$ cat config.mk
export PLATFORM = sky130hd
export DESIGN_NAME = exa_crosb_output_vc_credit_ctrl
export DESIGN_NICKNAME = d
export VERILOG_FILES = /design/src/rtl/exa_crosb_output_vc_credit_ctrl.sv
export SDC_FILE = /design/constraint.sdc
export NUM_CORES = 1
export LEC_CHECK = 0
export ABC_AREA = 1
export BUFFER_PORTS_ARGS = -buffer_cell sky130_fd_sc_hd__buf_4
export CORE_MARGIN = 2
export CORE_UTILIZATION = 49
export DETAILED_ROUTE_END_ITERATION = 6
export PLACE_DENSITY = 0.74
export SYNTH_ARGS = -nofsm -noshare
export SYNTH_HDL_FRONTEND = slang
export SYNTH_SLANG_ARGS = --single-unit
$ cat constraint.sdc
create_clock -name clk -period 1.54 [get_ports clk]
set_input_delay 0.077 -clock clk [delete_from_list [all_inputs] [get_ports clk]]
set_output_delay 0.077 -clock clk [all_outputs]
set_load 0.01 [all_outputs]
$ cat src/rtl/exa_crosb_output_vc_credit_ctrl.sv
// rtl/exa_crosb_output_vc_credit_ctrl.sv - per-(output, VC) downstream credit tracking for the VC crossbar
module exa_crosb_output_vc_credit_ctrl #(
  parameter int output_num = 2,
  parameter int vc_num     = 2,
  parameter int prio_num   = 2,
  parameter int credit_max = 4,
  parameter int cnt_width  = $clog2(credit_max + 1),
  localparam int nvc       = vc_num * prio_num,
  localparam int vc_width  = (nvc > 1) ? $clog2(nvc) : 1
) (
  input  logic                                         clk,
  input  logic                                         reset,
  input  logic [output_num-1:0]                        i_tvalid,
  input  logic [output_num-1:0]                        i_tready,
  input  logic [output_num-1:0]                        i_tlast,
  input  logic [output_num-1:0][vc_width-1:0]          i_out_vc,
  input  logic [output_num-1:0][nvc-1:0]               i_credit_return,
  output logic [output_num-1:0][nvc-1:0]               o_output_fifo_credits,
  output logic [output_num-1:0][nvc-1:0][cnt_width-1:0] o_credit_count,
  output logic [output_num-1:0]                        o_err_underflow,
  output logic [output_num-1:0]                        o_err_overflow
);

  typedef enum logic {
    IDLE   = 1'b0,
    IN_PKT = 1'b1
  } state_t;

  localparam logic [cnt_width-1:0] cnt_full = cnt_width'(credit_max);
  localparam logic [cnt_width-1:0] cnt_one  = cnt_width'(1);

  state_t state_q [output_num];
  state_t state_d [output_num];
  logic [output_num-1:0] acc;
  logic [output_num-1:0] sop;

  logic [output_num-1:0][nvc-1:0][cnt_width-1:0] cnt_q;
  logic [output_num-1:0][nvc-1:0][cnt_width-1:0] cnt_d;
  logic [output_num-1:0] err_uf_q, err_uf_d;
  logic [output_num-1:0] err_of_q, err_of_d;

  // Packet framing: only the first accepted beat of a packet consumes a credit.
  always_ff @(posedge clk) begin
    for (int o = 0; o < output_num; o++) begin
      if (reset) state_q[o] <= IDLE;
      else       state_q[o] <= state_d[o];
    end
  end

  always_comb begin
    acc = i_tvalid & i_tready;
    sop = '0;
    for (int o = 0; o < output_num; o++) begin
      state_d[o] = state_q[o];
      case (state_q[o])
        IDLE: begin
          sop[o] = acc[o];
          if (acc[o] && !i_tlast[o]) state_d[o] = IN_PKT;
        end
        IN_PKT: begin
          if (acc[o] && i_tlast[o]) state_d[o] = IDLE;
        end
        default: state_d[o] = IDLE;
      endcase
    end
  end

  // A simultaneous consume and return cancel out, so the count never dips.
  always_comb begin
    cnt_d    = cnt_q;
    err_uf_d = err_uf_q;
    err_of_d = err_of_q;
    for (int o = 0; o < output_num; o++) begin
      for (int v = 0; v < nvc; v++) begin
        logic dec;
        logic inc;
        dec = sop[o] && (i_out_vc[o] == vc_width'(v));
        inc = i_credit_return[o][v];
        if (dec && !inc) begin
          if (cnt_q[o][v] == '0) err_uf_d[o] = 1'b1;
          else                   cnt_d[o][v] = cnt_q[o][v] - cnt_one;
        end else if (inc && !dec) begin
          if (cnt_q[o][v] == cnt_full) err_of_d[o] = 1'b1;
          else                         cnt_d[o][v] = cnt_q[o][v] + cnt_one;
        end
      end
    end
  end

  always_ff @(posedge clk) begin
    if (reset) begin
      for (int o = 0; o < output_num; o++) begin
        for (int v = 0; v < nvc; v++) begin
          cnt_q[o][v] <= cnt_full;
        end
      end
      err_uf_q <= '0;
      err_of_q <= '0;
    end else begin
      cnt_q    <= cnt_d;
      err_uf_q <= err_uf_d;
      err_of_q <= err_of_d;
    end
  end

  always_comb begin
    for (int o = 0; o < output_num; o++) begin
      for (int v = 0; v < nvc; v++) begin
        o_output_fifo_credits[o][v] = |cnt_q[o][v];
      end
    end
  end

  assign o_credit_count  = cnt_q;
  assign o_err_underflow = err_uf_q;
  assign o_err_overflow  = err_of_q;

endmodule

==> impl_metrics.py, run 1 <==
metrics = {
    "outcome": {
        "status": "finished, violations left",
        "violations": "negative setup slack",
    },
    "setup_path": {
        "cp_top_family": "adder cells",
        "crit_buf_inv": 2,
        "max_stage_delay_ns": 0.51,
        "crit_arrival_ns": 1.86,
        "crit_fanout": 4,
        "startpoint_type": "flip-flop",
        "cp.depth": 8,
        "crit_required_ns": 1.71,
        "crit_path_end_kind": "flip-flop",
        "cp_slowest_cell": "fa_2",
        "worstSetupPathType": "flip-flop to flip-flop",
        "path_cells": "nor2_4 > nand3_2 > inv_1 > ha_2 > inv_2 > fa_2 > nand3b_1 > a21oi_1",
        "r2r_cells": 8,
    },
    "floorplan": {
        "die-area_um2": 5347,
        "start_util_pct": 50.23,
        "dieWidth_um": 73.12,
        "die_h_um": 73.12,
        "ioPinCount": 56,
        "coreArea_um2": 4661,
        "fp-row-count": 25,
    },
    "clock_tree": {
        "clock_sinks": 30,
        "cts_tree": "built",
        "cts_buffers": 5,
        "clkTransAtPathRegs_ns": 0.07,
        "htree_levels": 2,
        "clock_path_buffers": 2,
        "clk_latency_ns": 0.29,
        "cts_root_buf": "clkbuf_8",
    },
    "synthesis": {
        "yosysSeqAreaShare_pct": 25.65,
        "syn_nets": 381,
        "synthArstFlopShare_pct": 0,
        "synth_seq_cells": 30,
        "synth_commonest_cells": "71 x inv_1, 68 x nand2_1, 35 x nand3_1, 30 x dfxtp_1, 21 x nand2_2",
        "synth.most_common_cell": "inv_1",
        "synth.area.top_cells": "dfxtp_1 26%, inv_1 11%, nand2_1 11%",
        "syn_area_um2": 2341,
        "synth_flop_cell": "dfxtp_1",
        "ys_types": 20,
        "synth_top_area_share_pct": 25.65,
        "yosysTopAreaCell": "dfxtp_1",
        "syn_inst": 337,
        "synth_area_per_cell_um2": 6.947,
        "synth-edff-count": 0,
        "ys_warn_count": 0,
    },
    "worst_hold_path": {
        "hold_class": "input pin to flip-flop",
        "whs_path_depth": 2,
    },
    "placed_design": {
        "hpwlAfterDp_um": 4214,
        "placed_area_um2": 3007,
        "io_buffers": 55,
        "pre_cts_ws_ns": -0.09284,
        "place_congestion": 0.8508,
    },
    "global_routing": {
        "grt_max_degree": 19,
        "grt_pass1_vias": 2141,
        "antenna_found_initial": 0,
        "grt_use_total_pct": 21.96,
        "grt_first_pass_wirelength_um": 9197,
        "grt_overflow": 0,
    },
    "timing": {
        "hold_violations": 0,
        "worst_slack_ns": -0.1445,
        "fmax_mhz": 593.7,
        "fin_crit_sh_pct": 109.4,
        "fin_crit_ns": 1.684,
        "slew_headroom_pct": 75.34,
        "clock_skew_ns": 0.01054,
        "final_max_slew_viol_count": 0,
        "setup_tns_ns": -0.9243,
        "rsz0062_at_grt": "yes",
        "setup_viol": 14,
        "tightest_slew_ns": 0.3694,
        "timing.hold.ws_ns": 0.09544,
    },
    "power": {
        "switching_share_pct": 37.69,
        "pwr-share-comb_pct": 40.9,
        "peakVddDrop_v": 0.0005342,
        "power.share.clock_pct": 22.9,
        "p_switching_w": 0.001008,
        "p_leak_nw": 1.859,
        "power_frac_seq_pct": 36.2,
        "powerDensity_nw_per_um2": 787.3,
        "internal_power_w": 0.001666,
    },
    "layout": {
        "nets": 475,
        "num-fill-cells": 363,
        "num_antenna_cells": 0,
        "stdcell_area_um2": 3397,
        "multi_input_area_um2": 1654,
        "layout-drive-gt1-share_pct": 47.33,
        "regArea_um2": 603.1,
        "area_delta_synth_final_pct": 45.11,
    },
    "drt": {
        "drtIter0Drc": 80,
        "drt-vias-per-instance": 4.953,
        "dr.pass1.iters": 4,
        "wl_um": 5857,
        "via_count": 2402,
        "wl_per_cell_um": 12.08,
        "ant_nets": 0,
        "remaining_drc_errors": 0,
    },
    "run": {
        "max_cap_violations": 0,
    },
}
-- power by group through the flow --
stage               Sequential [W]  Clock (W)  Combinational [W]
global route              0.000983   0.000656            0.00122
floorplan                  0.00100          0           0.000612
finish                    0.000967   0.000612            0.00109
detailed placement        0.000980          0           0.000984
CTS                       0.000963   0.000632            0.00101
global placement          0.000978          0           0.000960
-- per-layer routing --
| metal | GRT usage, % | routed length (µm) |
|---|---|---|
| met2 | 36.94 | 3033 |
| met3 | 5.387 | 272 |
| met4 | 9.877 | 118 |
| met5 | 0 | 0 |
| met1 | 26.30 | 2433 |
-- cells in the final DEF (no fill, tap or decap), drive strengths merged --
master / Yosys / layout
nand4: 1 / 1
o21ai: 12 / 12
nand2: 89 / 89
nand3: 46 / 46
a21oi: 18 / 18
dlygate4sd3: 0 / 2
nor2: 20 / 20
dfxtp: 30 / 30
ha: 16 / 16
clkbuf: 1 / 7
o21bai: 1 / 1
buf: 1 / 87
fa: 8 / 8
nand3b: 10 / 10
inv: 84 / 84
-- area by class of cell --
class	instances	area share, %
inverters	84	9.503
clock buffers	7	2.247
multi-input cells	221	48.69
flip-flops and latches	30	17.75
repair buffers	89	19.82
well taps	54	1.989
-- worst reg2reg max path: stages, from the launching register on --
cell      delay, ns
dfxtp_2        0.33
nor2_4         0.16
nand3_2        0.10
inv_1          0.07
ha_2           0.19
inv_2          0.05
fa_2           0.51
nand3b_1       0.11
a21oi_1        0.06
-- per-stage QoR --
step / util [%] / std cells / power, W
after floorplan: - / 337 / 0.001616
after global placement: 64.51 / 465 / 0.001938
after detailed placement: 64.51 / 465 / 0.001964
after CTS: 68.08 / 477 / 0.002600
after global routing: 72.89 / 485 / 0.002860
final: 72.89 / 485 / 0.002674
-- path summary, 6_finish.rpt --
check | start | end | slack (ns)
min | reset | o_credit_count[13] | 0.1
min reg2reg | o_credit_count[17] | o_credit_count[17] | 0.53
max | flip-flop | o_credit_count[1] | -0.14
max reg2reg | flip-flop | o_credit_count[1] | -0.14
-- state kept, by name, summed over array words and instances, names as in the netlist, named ones only --
register and cells:
o_err_overflow 2, o_credit_count 24, o_err_underflow 2
-- repair_timing --
action / CTS / global route
hold endpoints to repair: 2 / 0
endpoints found under the setup margin: 16 / 20
setup buffers: 3 / 8
hold buffers: 2 / 0
pin swaps: 4 / 27
gates resized for setup: 13 / 43
-- cell families (layout without fill, tap and decap cells) --
family | after synthesis | in the layout | share of synthesized area, %
AND/OR/NAND/NOR | 166 | 166 | 37.95
adder cells (fa/ha/maj) | 24 | 24 | 15.39
AO/OA/AOI/OAI | 31 | 31 | 6.895
flip-flops | 30 | 30 | 25.65
buffers and inverters | 86 | 180 | 14.11
Power figures use the tool's default switching activity.
==> run 2, diff against run 1 <==
- CORE_UTILIZATION: 49 -> 36
- PLACE_DENSITY: 0.74 -> 0.57
==> run 2 against run 1 <==
  * The run still ends with negative setup slack left
  * Combinational power about the same
  * Hold slack gained 0.0026 ns
  * Final area rose by 3.1%
  * Sequential share of layout area fell by 0.53 points
  * Critical path depth unchanged
  * Setup slack better by 0.033 ns
  * Highest routed layer unchanged
==> impl_metrics.py, run 2 (same netlist as run 1, synthesis figures left out) <==
metrics = {
    "placed_design": {
        "io_buffers": 55,
        "hpwlAfterDp_um": 4238,
        "place_congestion": 0.7896,
    },
    "clock_tree": {
        "clock_sinks": 30,
        "cts_buffers": 5,
        "clk_latency_ns": 0.28,
        "cts_root_buf": "clkbuf_8",
        "htree_levels": 2,
        "clock_path_buffers": 2,
        "cts_tree": "built",
        "clkTransAtPathRegs_ns": 0.07,
    },
    "power": {
        "peakVddDrop_v": 0.0004941,
        "powerDensity_nw_per_um2": 772.1,
        "p_leak_nw": 1.891,
        "total_power_w": 0.002703,
    },
    "timing": {
        "setup_viol": 10,
        "final_max_slew_viol_count": 0,
        "slew_headroom_pct": 76.79,
        "timing.hold.ws_ns": 0.09800,
        "clock_skew_ns": 0.002250,
        "worst_slack_ns": -0.1112,
        "tightest_slew_ns": 0.3477,
        "fmax_mhz": 605.6,
        "fin_crit_sh_pct": 107.2,
        "hold_violations": 0,
        "fin_crit_ns": 1.651,
        "rsz0062_at_grt": "yes",
    },
    "outcome": {
        "status": "finished, violations left",
        "violations": "negative setup slack",
    },
    "setup_path": {
        "worstSetupPathType": "flip-flop to flip-flop",
        "cpMostUsedCell": "inv_2",
        "crit_fanout": 4,
        "crit_arrival_ns": 1.82,
        "crit_path_end_kind": "flip-flop",
        "path_cells": "nor2_4 > nand3_2 > inv_2 > ha_4 > inv_2 > fa_2 > nand3b_1 > a21oi_2",
        "cp_slowest_cell": "fa_2",
        "max_stage_delay_ns": 0.51,
        "startpoint_type": "flip-flop",
        "crit_required_ns": 1.71,
    },
    "drt": {
        "wl_per_cell_um": 11.13,
        "via_count": 2335,
        "ant_nets": 0,
        "wl_um": 5709,
        "drtIter0Drc": 43,
        "drt-vias-per-instance": 4.552,
        "remaining_drc_errors": 0,
        "dr.pass1.iters": 4,
    },
    "layout": {
        "layout-drive-gt1-share_pct": 49.08,
        "area_delta_synth_final_pct": 49.55,
        "nets": 479,
        "layout_common_cells": "89 x buf_4, 61 x nand2_1, 58 x inv_1",
        "layout_commonest_cell": "buf_4",
        "largest_reg_flops": 24,
        "num_antenna_cells": 0,
    },
    "worst_hold_path": {
        "hold_class": "input pin to flip-flop",
    },
    "global_routing": {
        "grt_overflow": 0,
        "grt_first_pass_wirelength_um": 9232,
        "grt_pass1_vias": 2080,
        "antenna_found_initial": 0,
        "grt_max_degree": 19,
        "grt_use_total_pct": 15.83,
    },
    "run": {
        "max_cap_violations": 0,
    },
    "floorplan": {
        "die-area_um2": 7164,
        "ioPinCount": 56,
        "fp-row-count": 29,
        "die_h_um": 84.64,
        "coreArea_um2": 6314,
        "dieWidth_um": 84.64,
        "start_util_pct": 37.08,
    },
}
==> run 2: cell types whose count changed in the layout (fill, tap and decap cells not counted), sizes merged <==
cell,delta
clkinv,+1
buf,+4
==> run 2: final timing paths <==
path,start,endpoint,slack [ns],depth (start not counted)
max reg2reg,flip-flop,o_credit_count[22],-0.11,8
min,reset,o_credit_count[13],0.1,2
max,flip-flop,o_credit_count[22],-0.11,8
min reg2reg,o_credit_count[10],o_credit_count[10],0.53,2
==> run 2: per-layer routing <==
layer	global-route usage [%]	wire, µm	vias up
met5	0	0	-
met4	4.329	70	0
met2	26.77	2835	36
met3	3.048	177	6
li1	-	-	1227
met1	20.63	2625	1066
==> run 2: report_power, final <==
part	total (W)	switching, W	internal (W)	leakage, nW
clock	0.000672	0.000312	0.000360	0.0482
combinational	0.00106	0.000580	0.000484	1.60
sequential	0.000967	0.000106	0.000861	0.245
total	0.00270	0.000997	0.00171	1.89
==> run 2: through the flow <==
step	instances	cell area (µm²)	setup TNS, ns	setup WS, ns	utilization, %
6_report	513	3501	-0.7018	-0.1112	55.45
5_1_grt	513	3501	-2.119	-0.1917	55.45
4_1_cts	508	3299	-1.020	-0.1060	52.26
3_5_place_dp	491	3058	-0.9816	-0.1193	48.43
3_3_place_gp	491	3058	-0.7025	-0.08194	48.43
2_1_floorplan	337	2384	0	0.001256	-
==> run 2: worst max-delay path: cells and delay by family (launching register included) <==
family	cells	cell delay, ns
compound gates	1	0.06
fa+ha+maj	2	0.64
buf+inv	2	0.12
flops	1	0.34
simple gates	3	0.38
==> run 2: timing repair <==
item / CTS / global route
gates resized for setup: 19 / 41
hold endpoints to repair: 2 / 0
hold buffers: 2 / 0
setup endpoints to repair: 16 / 21
setup buffers: 7 / 6
pin swaps: 12 / 30
cloned: 0 / 0
==> run 2: cell type report <==
class                      instances  area, µm²
inverter                          84      320.3
clock buffer                       7      86.33
tap                               77      96.34
multi-input combinational        221       1679
timing repair buffer              93      710.7
sequential                        30      603.1
clock inverter                     1      5.005
fill                             621       2813
